==> src/rtl/multicycle_controller.sv <==
// Multicycle RV32I control FSM sharing one memory port; outputs are a Moore decode of state, with fetch/branch/store strobes gated by mem_ready/Flags.
// Latency: 3-5 cycles per instruction plus one per mem_ready=0 cycle in FETCH/MEMREAD/MEMWRITE; stalls by holding state until mem_ready.
module multicycle_controller #(
    parameter int CNT_W = 32
) (
    input  logic             clk,
    input  logic             reset,
    input  logic [6:0]       opcode,
    input  logic [2:0]       funct3,
    input  logic [3:0]       Flags,
    input  logic             mem_ready,
    output logic             PCWrite,
    output logic             AdrSrc,
    output logic             MemWrite,
    output logic             IRWrite,
    output logic [1:0]       ResultSrc,
    output logic [1:0]       ALUSrcA,
    output logic [1:0]       ALUSrcB,
    output logic [1:0]       ALUOp,
    output logic [2:0]       ImmSrc,
    output logic             RegWrite,
    output logic             illegal,
    output logic [3:0]       state_out,
    output logic [CNT_W-1:0] instret
);
    typedef enum logic [3:0] {
        S_FETCH    = 4'd0,
        S_DECODE   = 4'd1,
        S_MEMADR   = 4'd2,
        S_MEMREAD  = 4'd3,
        S_MEMWB    = 4'd4,
        S_MEMWRITE = 4'd5,
        S_EXECR    = 4'd6,
        S_EXECI    = 4'd7,
        S_ALUWB    = 4'd8,
        S_JAL      = 4'd9,
        S_BRANCH   = 4'd10,
        S_JALR     = 4'd11,
        S_JALR2    = 4'd12,
        S_LUI      = 4'd13,
        S_TRAP     = 4'd15
    } state_t;

    localparam logic [6:0] OP_LOAD  = 7'b0000011;
    localparam logic [6:0] OP_STORE = 7'b0100011;
    localparam logic [6:0] OP_R     = 7'b0110011;
    localparam logic [6:0] OP_I     = 7'b0010011;
    localparam logic [6:0] OP_JAL   = 7'b1101111;
    localparam logic [6:0] OP_BR    = 7'b1100011;
    localparam logic [6:0] OP_JALR  = 7'b1100111;
    localparam logic [6:0] OP_LUI   = 7'b0110111;
    localparam logic [6:0] OP_AUIPC = 7'b0010111;

    state_t           state_q, state_d;
    logic [CNT_W-1:0] instret_q, instret_d;
    logic             pc_write, mem_write, ir_write, reg_write;
    logic             br_taken;
    logic             flag_n, flag_z, flag_c, flag_v;

    assign {flag_n, flag_z, flag_c, flag_v} = Flags;

    always_comb begin
        br_taken = 1'b0;
        case (funct3)
            3'b000:  br_taken = flag_z;
            3'b001:  br_taken = !flag_z;
            3'b100:  br_taken = flag_n ^ flag_v;
            3'b101:  br_taken = !(flag_n ^ flag_v);
            3'b110:  br_taken = !flag_c;
            3'b111:  br_taken = flag_c;
            default: br_taken = 1'b0;
        endcase
    end

    always_comb begin
        ImmSrc = 3'b000;
        case (opcode)
            OP_LOAD, OP_I, OP_JALR: ImmSrc = 3'b000;
            OP_STORE:               ImmSrc = 3'b001;
            OP_BR:                  ImmSrc = 3'b010;
            OP_JAL:                 ImmSrc = 3'b011;
            OP_LUI, OP_AUIPC:       ImmSrc = 3'b100;
            default:                ImmSrc = 3'b000;
        endcase
    end

    always_comb begin
        state_d   = state_q;
        pc_write  = 1'b0;
        mem_write = 1'b0;
        ir_write  = 1'b0;
        reg_write = 1'b0;
        AdrSrc    = 1'b0;
        ResultSrc = 2'b00;
        ALUSrcA   = 2'b00;
        ALUSrcB   = 2'b00;
        ALUOp     = 2'b00;
        illegal   = 1'b0;
        case (state_q)
            S_FETCH: begin
                ALUSrcB   = 2'b10;
                ResultSrc = 2'b10;
                ir_write  = mem_ready;
                pc_write  = mem_ready;
                if (mem_ready) state_d = S_DECODE;
            end
            S_DECODE: begin
                ALUSrcA = 2'b01;
                ALUSrcB = 2'b01;
                case (opcode)
                    OP_LOAD, OP_STORE: state_d = S_MEMADR;
                    OP_R:              state_d = S_EXECR;
                    OP_I:              state_d = S_EXECI;
                    OP_JAL:            state_d = S_JAL;
                    OP_BR:             state_d = S_BRANCH;
                    OP_JALR:           state_d = S_JALR;
                    OP_LUI:            state_d = S_LUI;
                    OP_AUIPC:          state_d = S_ALUWB;
                    default:           state_d = S_TRAP;
                endcase
            end
            S_MEMADR: begin
                ALUSrcA = 2'b10;
                ALUSrcB = 2'b01;
                state_d = (opcode == OP_LOAD) ? S_MEMREAD : S_MEMWRITE;
            end
            S_MEMREAD: begin
                AdrSrc = 1'b1;
                if (mem_ready) state_d = S_MEMWB;
            end
            S_MEMWB: begin
                ResultSrc = 2'b01;
                reg_write = 1'b1;
                state_d   = S_FETCH;
            end
            S_MEMWRITE: begin
                AdrSrc    = 1'b1;
                mem_write = 1'b1;
                if (mem_ready) state_d = S_FETCH;
            end
            S_EXECR: begin
                ALUSrcA = 2'b10;
                ALUOp   = 2'b10;
                state_d = S_ALUWB;
            end
            S_EXECI: begin
                ALUSrcA = 2'b10;
                ALUSrcB = 2'b01;
                ALUOp   = 2'b10;
                state_d = S_ALUWB;
            end
            S_ALUWB: begin
                reg_write = 1'b1;
                state_d   = S_FETCH;
            end
            S_JAL, S_JALR2: begin
                ALUSrcA  = 2'b01;
                ALUSrcB  = 2'b10;
                pc_write = 1'b1;
                state_d  = S_ALUWB;
            end
            S_BRANCH: begin
                ALUSrcA  = 2'b10;
                ALUOp    = 2'b01;
                pc_write = br_taken;
                state_d  = S_FETCH;
            end
            S_JALR: begin
                ALUSrcA = 2'b10;
                ALUSrcB = 2'b01;
                state_d = S_JALR2;
            end
            S_LUI: begin
                ALUSrcA = 2'b11;
                ALUSrcB = 2'b01;
                state_d = S_ALUWB;
            end
            default: begin
                // TRAP, and the unused encoding 14 falls into it as well
                illegal = 1'b1;
                state_d = S_TRAP;
            end
        endcase
    end

    // An instruction retires on the edge that returns to FETCH; TRAP never returns.
    always_comb begin
        instret_d = instret_q;
        if (state_d == S_FETCH && state_q != S_FETCH) instret_d = instret_q + CNT_W'(1);
    end

    always_ff @(posedge clk) begin
        if (!reset) begin
            state_q   <= S_FETCH;
            instret_q <= '0;
        end else begin
            state_q   <= state_d;
            instret_q <= instret_d;
        end
    end

    assign PCWrite   = reset & pc_write;
    assign IRWrite   = reset & ir_write;
    assign RegWrite  = reset & reg_write;
    assign MemWrite  = reset & mem_write;
    assign state_out = state_q;
    assign instret   = instret_q;
endmodule

==> config.mk <==
export PLATFORM = sky130hd
export DESIGN_NAME = multicycle_controller
export DESIGN_NICKNAME = d
export VERILOG_FILES = /design/src/rtl/multicycle_controller.sv
export SDC_FILE = /design/constraint.sdc
export NUM_CORES = 1
export LEC_CHECK = 0
export CAP_MARGIN = 20
export CORE_MARGIN = 5
export CORE_UTILIZATION = 45
export DETAILED_ROUTE_END_ITERATION = 12
export GPL_ROUTABILITY_DRIVEN = 0
export PLACE_DENSITY = 0.81
export SETUP_SLACK_MARGIN = 0.02
export SYNTH_ARGS = -nofsm -noshare
export SYNTH_HDL_FRONTEND = slang
export SYNTH_SLANG_ARGS = --single-unit
==> constraint.sdc <==
create_clock -name clk -period 6.8 [get_ports clk]
set_input_delay 1.36 -clock clk [delete_from_list [all_inputs] [get_ports clk]]
set_output_delay 1.36 -clock clk [all_outputs]
set_load 0.01 [all_outputs]
==> results_dict.tcl, run 1 <==
set metrics [dict create \
    min_path_type "reg2reg" \
    regArea_um2 721 \
    reg2reg_from "state_out[2]" \
    grt.overflow.total 0 \
    ys_ff_latch 36 \
    rrSetupSlack_ns 3.72 \
    ctsResizeCount 0 \
    use_met3_pct 3.07 \
    htreeDepth 2 \
    root_buffer "clkbuf_8" \
    rsz0062_at_grt "no" \
    place_area_mm2 0.00325 \
    antenna_cells 0 \
    route.detailed.drc 0 \
    maxCapViolCount 0 \
    min_delay_path_depth 2 \
    synth_nets 350 \
    fin_area_mm2 0.00334 \
    vias 2770 \
    die_h_um 86.1 \
    wl_um 7360 \
    first_global_vias 2397 \
    synth_top_flop_cell "dfxtp_1" \
    num_rows 27 \
    r2r_cells 6 \
    syn_area_per_cell_um2 7.85 \
    drive_gt1_share_pct 5.22 \
    cts_post_setup_buffers_inserted 0 \
    maxSlewViolCount 0 \
    synth.distinct_cells 59 \
    grt_usage_pct 19.6 \
    setup_tns_ns 0 \
    cts_tree "built" \
    nets 400 \
    crit_type "in2out" \
    initial_core_util_pct 46.8 \
    required_ns 5.44 \
    wl_per_cell_um 16.2 \
    syn_to_final_growth_pct 28.3 \
    firstDrtPassIters 5 \
    synth_area_leaders "dfxtp_1, nand2b_1, a21oi_1, nand2_1, o41ai_1" \
    synth_area_mm2 0.00261 \
    fin_worst_skew_ns 0.00310 \
    io_buffers 69 \
    grt.busiest_layer "met2" \
    final.fill_count 523 \
    synth-edff-count 0 \
    worstReg2RegEnd "instret[15]" \
    yosys_warnings 0 \
    insertion_delay_ns 0.29 \
    power_density_mw_per_mm2 225 \
    max_freq_ghz 0.212 \
    async_reset_ff_share_pct 0 \
    cts_buffers 5 \
    viasPerCell 6.09 \
    whs_ns 0.476 \
    hold_buffers 0 \
    core_area_mm2 0.00557 \
    power.leakage_uw 0.00105 \
    ant_nets 0 \
    clkTransAtPathRegs_ns 0.07 \
    io_pins 70 \
    ys_seq_area_share_pct 27.7 \
    clock_sinks 36 \
    drt_iter0_drc 206 \
    crit_fanout 18 \
    arrival_ns 3.36 \
    synth_top_area_share_pct 27.7 \
    use_met2_pct 30.9 \
    yosysTopAreaCell "dfxtp_1" \
    synth_cells 332 \
    clock_path_buffers 2 \
    endpoint_kind "primary output" \
    slew_headroom_pct 31.1 \
    met1_usage_pct 27.6 \
    startpoint_type "input pin" \
    vdd_ir_drop_max_v 0.000178 \
    worst_slew_pin_slew_ns 1.03 \
    die_area_mm2 0.00741 \
    finalHoldViolations 0 \
    min_to "instret[31]" \
    hold_start "instret[31]" \
    timing.final.crit_share_pct 69.3 \
    setup_viol 0 \
    dp_hpwl_um 5190 \
    grt_max_degree 52 \
    outcome "finished clean" \
    die_x_um 86.1 \
    antenna_found_initial 0 \
    grt_first_pass_wirelength_um 12000 \
    multi_input_area_mm2 0.00169 \
    period_minus_slack_ns 4.72 \
]
[layout make-up]
class,count,share of cell area (%)
clock buffers,8,2.69
repair buffers,71,21.1
multi-input cells,256,50.6
inverters,12,1.35
flip-flops and latches,36,21.5
well taps,72,2.69
[worst max-delay path, cell delays in order]
cell and delay [ns]:
clkdlybuf4s50_1 0.48, clkinv_1 0.45, a2111oi_0 0.45, clkdlybuf4s50_1 0.61
[how the worst max path moves through the flow]
stage                      from        to  slack [ns]  cells past startpoint
final                     reset  RegWrite        2.08                      4
after global routing      reset  RegWrite        1.92                      4
after CTS                 reset  RegWrite        2.07                      4
after detailed placement  reset  RegWrite        2.08                      4
after global placement    reset  RegWrite        2.10                      4
after floorplan           reset  RegWrite        2.95                      3
[sequential cells by signal, summed over array words and instances, names as in the netlist]
signal	count
state_out	4
instret	32
[metrics by stage]
stage	util, %	total power (uW)	std cells	setup WS [ns]
floorplan	-	500	332	2.95
global placement	58.4	589	447	2.10
detailed placement	58.4	598	447	2.08
finish	60.0	753	455	2.08
CTS	60.0	755	455	2.07
global route	60.0	799	455	1.92
[logic make-up after synthesis]
group	share of synthesized area, %
mux	3.50
xor+xnor	2.35
compound gates	21.3
flops	27.7
fa+ha+maj	0.480
buf+inv	7.39
simple gates	37.4
[cells in the final DEF, fill, tap and decap left out, types with 3 or more instances in the layout]
master / Yosys / final
a21oi_1: 23 / 23
and2_1: 4 / 4
and3_1: 8 / 8
and4_1: 3 / 3
clkbuf_8: 0 / 6
clkdlybuf4s50_1: 0 / 69
dfxtp_1: 36 / 36
inv_1: 10 / 10
mux2i_1: 8 / 8
nand2_1: 28 / 28
nand2b_1: 21 / 21
nand3_1: 15 / 15
nand4_1: 13 / 13
nand4b_1: 3 / 3
nor2_1: 11 / 11
nor2b_1: 3 / 3
nor3_1: 9 / 9
nor4_1: 8 / 8
o21a_1: 3 / 3
o21ai_0: 3 / 3
o21ai_1: 4 / 4
o311ai_1: 7 / 7
o31ai_1: 11 / 11
o41ai_1: 11 / 11
or3_1: 6 / 6
or4_1: 12 / 12
or4b_1: 4 / 4
xnor2_1: 3 / 3
xor2_1: 4 / 4
[power breakdown]
part	internal, uW	switching, uW
sequential	221	33.8
combinational	126	216
clock	82.6	74.7
[per-layer routing]
layer,share of wire (%),up-vias,routed length [um]
li1,-,1367,-
met1,46,1317,3390
met2,48,76,3560
met3,4.4,10,324
met4,1.2,0,85
met5,0,-,0
[cells in the mapped netlist (4+ instances only)]
library cell  number
o41ai_1           11
nand2_1           28
or4_1             12
nand2b_1          21
xor2_1             4
buf_4              5
or3_1              6
or4b_1             4
dfxtp_1           36
a21oi_1           23
o311ai_1           7
inv_1             10
nand4_1           13
nand3_1           15
o21ai_1            4
and3_1             8
nor4_1             8
clkbuf_1          12
buf_2              7
mux2i_1            8
o31ai_1           11
nor3_1             9
nor2_1            11
and2_1             4
(Power assumes the default switching activity.)
==> run 2: changes to the inputs <==
Clock period 6.8 ns to 4.4 ns, I/O delays scaled along.
==> run 2 against run 1 <==
  * Global-route usage up 0.47 points
  * Largest power group unchanged
  * Critical path depth grew 4
  * Via count is 0.25% lower
  * Combinational power increased by 58%
  * Setup slack got worse by 1.4 ns
  * Die area unchanged
  * Largest cell class unchanged
  * Design area up 0.79%
==> results_dict.tcl, run 2 (synthesized netlist as in run 1, its figures left out) <==
set metrics [dict create \
    clkTransAtPathRegs_ns 0.08 \
    route.detailed.drc 0 \
    die_area_mm2 0.00741 \
    hold_start "instret[31]" \
    grt_first_pass_wirelength_um 12000 \
    layout_common_cells "clkdlybuf4s50_1, dfxtp_1, nand2_1, a21oi_1, nand2b_1" \
    startpoint_type "input pin" \
    viasPerCell 6.03 \
    wl_per_cell_um 15.7 \
    fin_worst_skew_ns 0.0115 \
    r2r_cells 7 \
    die_h_um 86.1 \
    first_global_vias 2452 \
    ant_nets 0 \
    rsz0062_at_grt "no" \
    firstDrtPassIters 6 \
    nets 403 \
    clock_sinks 36 \
    drive_gt1_share_pct 6.22 \
    min_delay_path_depth 2 \
    arrival_ns 2.79 \
    root_buffer "clkbuf_8" \
    slew_headroom_pct 36.6 \
    largest_reg_flops 32 \
    crit_fanout 3 \
    crit_top_cell "clkdlybuf4s50_1" \
    rrSetupSlack_ns 1.16 \
    grt_max_degree 39 \
    htreeDepth 2 \
    num_rows 27 \
    cpPeakStageDelay_ns 0.55 \
    min_to "instret[31]" \
    antenna_found_initial 0 \
    post-route-util_pct 60.5 \
    vias 2763 \
    syn_to_final_growth_pct 29.3 \
    drt_iter0_drc 167 \
    path_cells "clkdlybuf4s50_1 > xor2_1 > nor2_1 > a211oi_1 > o211ai_1 > a21oi_1 > o21a_1 > clkdlybuf4s50_1" \
    cts_tree "built" \
    core_area_mm2 0.00557 \
    cts_post_setup_buffers_inserted 0 \
    worst_slew_pin_slew_ns 0.951 \
    period_minus_slack_ns 3.67 \
    crit_type "in2out" \
    initial_core_util_pct 46.8 \
    min_path_type "reg2reg" \
    setup_viol 0 \
    vdd_ir_drop_max_v 0.000194 \
    max_freq_ghz 0.272 \
    grt_usage_pct 20.1 \
    cpMaxStageDelayCell "clkdlybuf4s50_1" \
    endpoint_kind "primary output" \
    clock_path_buffers 2 \
    antenna_cells 0 \
    setup_tns_ns 0 \
    reg2reg_from "state_out[1]" \
    insertion_delay_ns 0.30 \
    grt.overflow.total 0 \
    maxCapViolCount 0 \
    cts_buffers 5 \
    required_ns 3.52 \
    final_common_cell "clkdlybuf4s50_1" \
    power.leakage_uw 0.00107 \
    met1_usage_pct 27.3 \
    use_met3_pct 3.75 \
    power_density_mw_per_mm2 351 \
    io_buffers 69 \
    timing.final.crit_share_pct 83.4 \
    grt.busiest_layer "met2" \
    use_met2_pct 31.5 \
    outcome "finished clean" \
    die_x_um 86.1 \
    final.fill_count 516 \
    worstReg2RegEnd "instret[22]" \
    wl_um 7190 \
    dp_hpwl_um 5220 \
    maxSlewViolCount 0 \
    finalHoldViolations 0 \
    hold_buffers 0 \
    ctsResizeCount 0 \
    io_pins 70 \
]
==> run 2: changes by cell type in the layout (fill, tap and decap cells not counted), sizes merged <==
cell	before	now
buf	2	5
clkbuf	8	7
clkinvlp	0	1
==> run 2: worst max path at each step <==
stage / from / endpoint / slack (ns)
after floorplan: reset / RegWrite / 1.51
after global placement: opcode[2] / instret[31] / 0.66
after detailed placement: opcode[2] / instret[22] / 0.50
after CTS: funct3[0] / PCWrite / 0.71
after global routing: opcode[2] / instret[22] / 0.57
final: funct3[0] / PCWrite / 0.73
==> run 2: per-stage QoR <==
| step | power [uW] | setup slack [ns] | cell area (um^2) | hold slack [ns] | instances |
|---|---|---|---|---|---|
| 6_report | 1180 | 0.730 | 3370 | 0.476 | 458 |
| 5_1_grt | 1270 | 0.567 | 3370 | 0.520 | 458 |
| 4_1_cts | 1190 | 0.712 | 3370 | 0.476 | 458 |
| 3_5_place_dp | 935 | 0.499 | 3280 | 0.459 | 450 |
| 3_3_place_gp | 924 | 0.659 | 3280 | 0.458 | 450 |
| 2_1_floorplan | 772 | 1.51 | 2610 | 0.486 | 332 |
==> run 2: layer usage <==
| metal | vias up | routed length, um |
|---|---|---|
| li1 | 1375 | - |
| met3 | 16 | 420 |
| met1 | 1273 | 3230 |
| met5 | - | 0 |
| met2 | 99 | 3420 |
| met4 | 0 | 121 |
==> run 2: where the power goes <==
group	internal (uW)	total, uW	leakage, uW	switching [uW]
registers	341	392	0.000291	50.4
logic	208	540	0.000731	331
clock network	127	252	0.0000445	125
==> run 2: cell type report <==
cell class	count	area, um^2	area share, %
Tap cell	72	90.1	2.67
Inverter	12	45.0	1.34
Clock buffer	7	86.3	2.56
Clock inverter	1	7.51	0.223
Sequential cell	36	721	21.4
Timing Repair Buffer	74	728	21.6
Multi-Input combinational cell	256	1690	50.2
==> run 2: worst max-delay path, delay by kind of cell <==
| kind | cells | cell delay (ns) |
|---|---|---|
| XOR/XNOR | 1 | 0.16 |
| AND/OR/NAND/NOR | 1 | 0.05 |
| AO/OA/AOI/OAI | 4 | 0.60 |
| buffers and inverters | 2 | 1.09 |
==> run 3: changes to the inputs <==
Clock period 4.4 ns to 3.6 ns, I/O delays scaled along.
==> run 3 against run 2 <==
  * Clock-buffer cell count shrank 1
  * Non-clock buffer count up 3
  * Design area rose by 0.56%
  * Wire length increased by 2.0%
  * Die area stayed put
  * Combinational power grew 33%
  * Global-route usage hardly changed
  * Sequential power is 23% higher
  * Clock power is 11% higher
  * Critical path type unchanged
  * Largest power group unchanged
==> results_dict.tcl, run 3 (synthesized netlist as in run 1, its figures left out) <==
set metrics [dict create \
    cts_buffers 5 \
    outcome "finished clean" \
    met1_usage_pct 26.9 \
    use_met3_pct 4.23 \
    drt_iter0_drc 238 \
    worstReg2RegEnd "instret[15]" \
    first_global_vias 2561 \
    regArea_um2 721 \
    drive_gt1_share_pct 6.70 \
    fin_area_mm2 0.00339 \
    clock_path_buffers 2 \
    grt_usage_pct 20.0 \
    final.fill_count 503 \
    num_rows 27 \
    slew_headroom_pct 48.2 \
    antenna_cells 0 \
    p_comb_share_pct 48.6 \
    setup_viol 0 \
    viasPerCell 6.04 \
    arrival_ns 2.65 \
    r2r_cells 7 \
    setup_tns_ns 0 \
    route.detailed.drc 0 \
    use_met2_pct 32.7 \
    cts_tree "built" \
    io_buffers 69 \
    multi_input_area_mm2 0.00169 \
    power.leakage_uw 0.00108 \
    cts_post_setup_buffers_inserted 0 \
    final_common_cell "clkdlybuf4s50_1" \
    startpoint_type "input pin" \
    dp_hpwl_um 5270 \
    cellInternalPower_uw 843 \
    fin_worst_skew_ns 0.00413 \
    grt_first_pass_wirelength_um 12400 \
    timing.final.crit_share_pct 93.6 \
    syn_to_final_growth_pct 30.1 \
    die_area_mm2 0.00741 \
    power_density_mw_per_mm2 436 \
    setup_slack_ns 0.229 \
    hold_buffers 0 \
    min_path_type "reg2reg" \
    grt.overflow.total 0 \
    grt.busiest_layer "met2" \
    dpl_worst_slack_ns 0.231 \
    initial_core_util_pct 46.8 \
    wl_um 7330 \
    vias 2780 \
    htreeDepth 2 \
    finalHoldViolations 0 \
    maxSlewViolCount 0 \
    endpoint_kind "primary output" \
    antenna_found_initial 0 \
    vdd_ir_drop_max_v 0.000283 \
    required_ns 2.88 \
    ant_nets 0 \
    firstDrtPassIters 5 \
    io_pins 70 \
    die_x_um 86.1 \
    rrSetupSlack_ns 0.92 \
    layout_common_cells "clkdlybuf4s50_1, dfxtp_1, nand2_1, a21oi_1, nand2b_1" \
    swShare_pct 42.9 \
    ctsResizeCount 0 \
    worst_slew_pin_slew_ns 0.767 \
    min_to "instret[31]" \
    crit_fanout 1 \
    crit_type "in2out" \
    core_area_mm2 0.00557 \
    reg2reg_from "state_out[2]" \
    p_sw_uw 635 \
    maxCapViolCount 0 \
    clock_sinks 36 \
    min_delay_path_depth 2 \
    place_area_mm2 0.00331 \
    grt_max_degree 52 \
    period_minus_slack_ns 3.37 \
    die_h_um 86.1 \
    hold_start "instret[31]" \
    max_freq_ghz 0.297 \
    insertion_delay_ns 0.29 \
    seq_power_share_pct 32.5 \
    clockPowerShare_pct 18.9 \
    post-route-util_pct 60.8 \
    wl_per_cell_um 15.9 \
    root_buffer "clkbuf_8" \
    nets 406 \
    rsz0062_at_grt "no" \
    largest_reg_flops 32 \
    clkTransAtPathRegs_ns 0.07 \
]
-- run 3: changes by cell type in the layout (fill, tap and decap cells not counted) --
cell,change
buf_12,+1
clkbuf_8,-1
clkinv_2,+1
buf_4,+2
clkinvlp_4,-1
-- run 3: power groups by stage --
| stage | sequential, uW | combinational, uW | clock (uW) |
|---|---|---|---|
| 3_5_place_dp | 486 | 707 | 0 |
| 6_report | 481 | 718 | 280 |
| 5_1_grt | 487 | 775 | 306 |
| 3_3_place_gp | 485 | 698 | 0 |
| 4_1_cts | 477 | 711 | 281 |
| 2_1_floorplan | 452 | 492 | 0 |
-- run 3: area by class of cell --
class	instances	share of cell area, %
Inverter	12	1.33
Multi-Input combinational cell	256	49.9
Sequential cell	36	21.3
Tap cell	72	2.66
Clock inverter	1	0.148
Timing Repair Buffer	77	22.5
Clock buffer	6	2.14
-- run 3: how the worst max path moves through the flow --
stage                     startpoint          end  cells past startpoint
after CTS                  funct3[0]      PCWrite                      8
after global placement      Flags[3]      PCWrite                      8
after detailed placement   funct3[0]      PCWrite                      8
after floorplan            opcode[6]  instret[23]                     10
after global routing       funct3[0]      PCWrite                      8
final                       Flags[3]      PCWrite                      8
-- run 3: stage by stage --
step                hold slack (ns)  total power (uW)  std cells
global placement              0.453              1180        453
finish                        0.474              1480        460
floorplan                     0.486               944        332
detailed placement            0.467              1190        453
CTS                           0.481              1470        460
global route                  0.502              1570        460
-- run 3: critical path, stage by stage --
cell and delay (ns):
clkdlybuf4s50_1 0.47, xor2_1 0.19, xnor2_1 0.09, a211oi_1 0.26
o211ai_1 0.13, a21oi_1 0.15, o21a_1 0.12, clkdlybuf4s50_1 0.53
-- run 3: metal layers --
metal	part of all wire, %	vias up
met4	1.1	0
met3	5.2	9
met2	48	86
met5	0	-
li1	-	1386
met1	46	1299
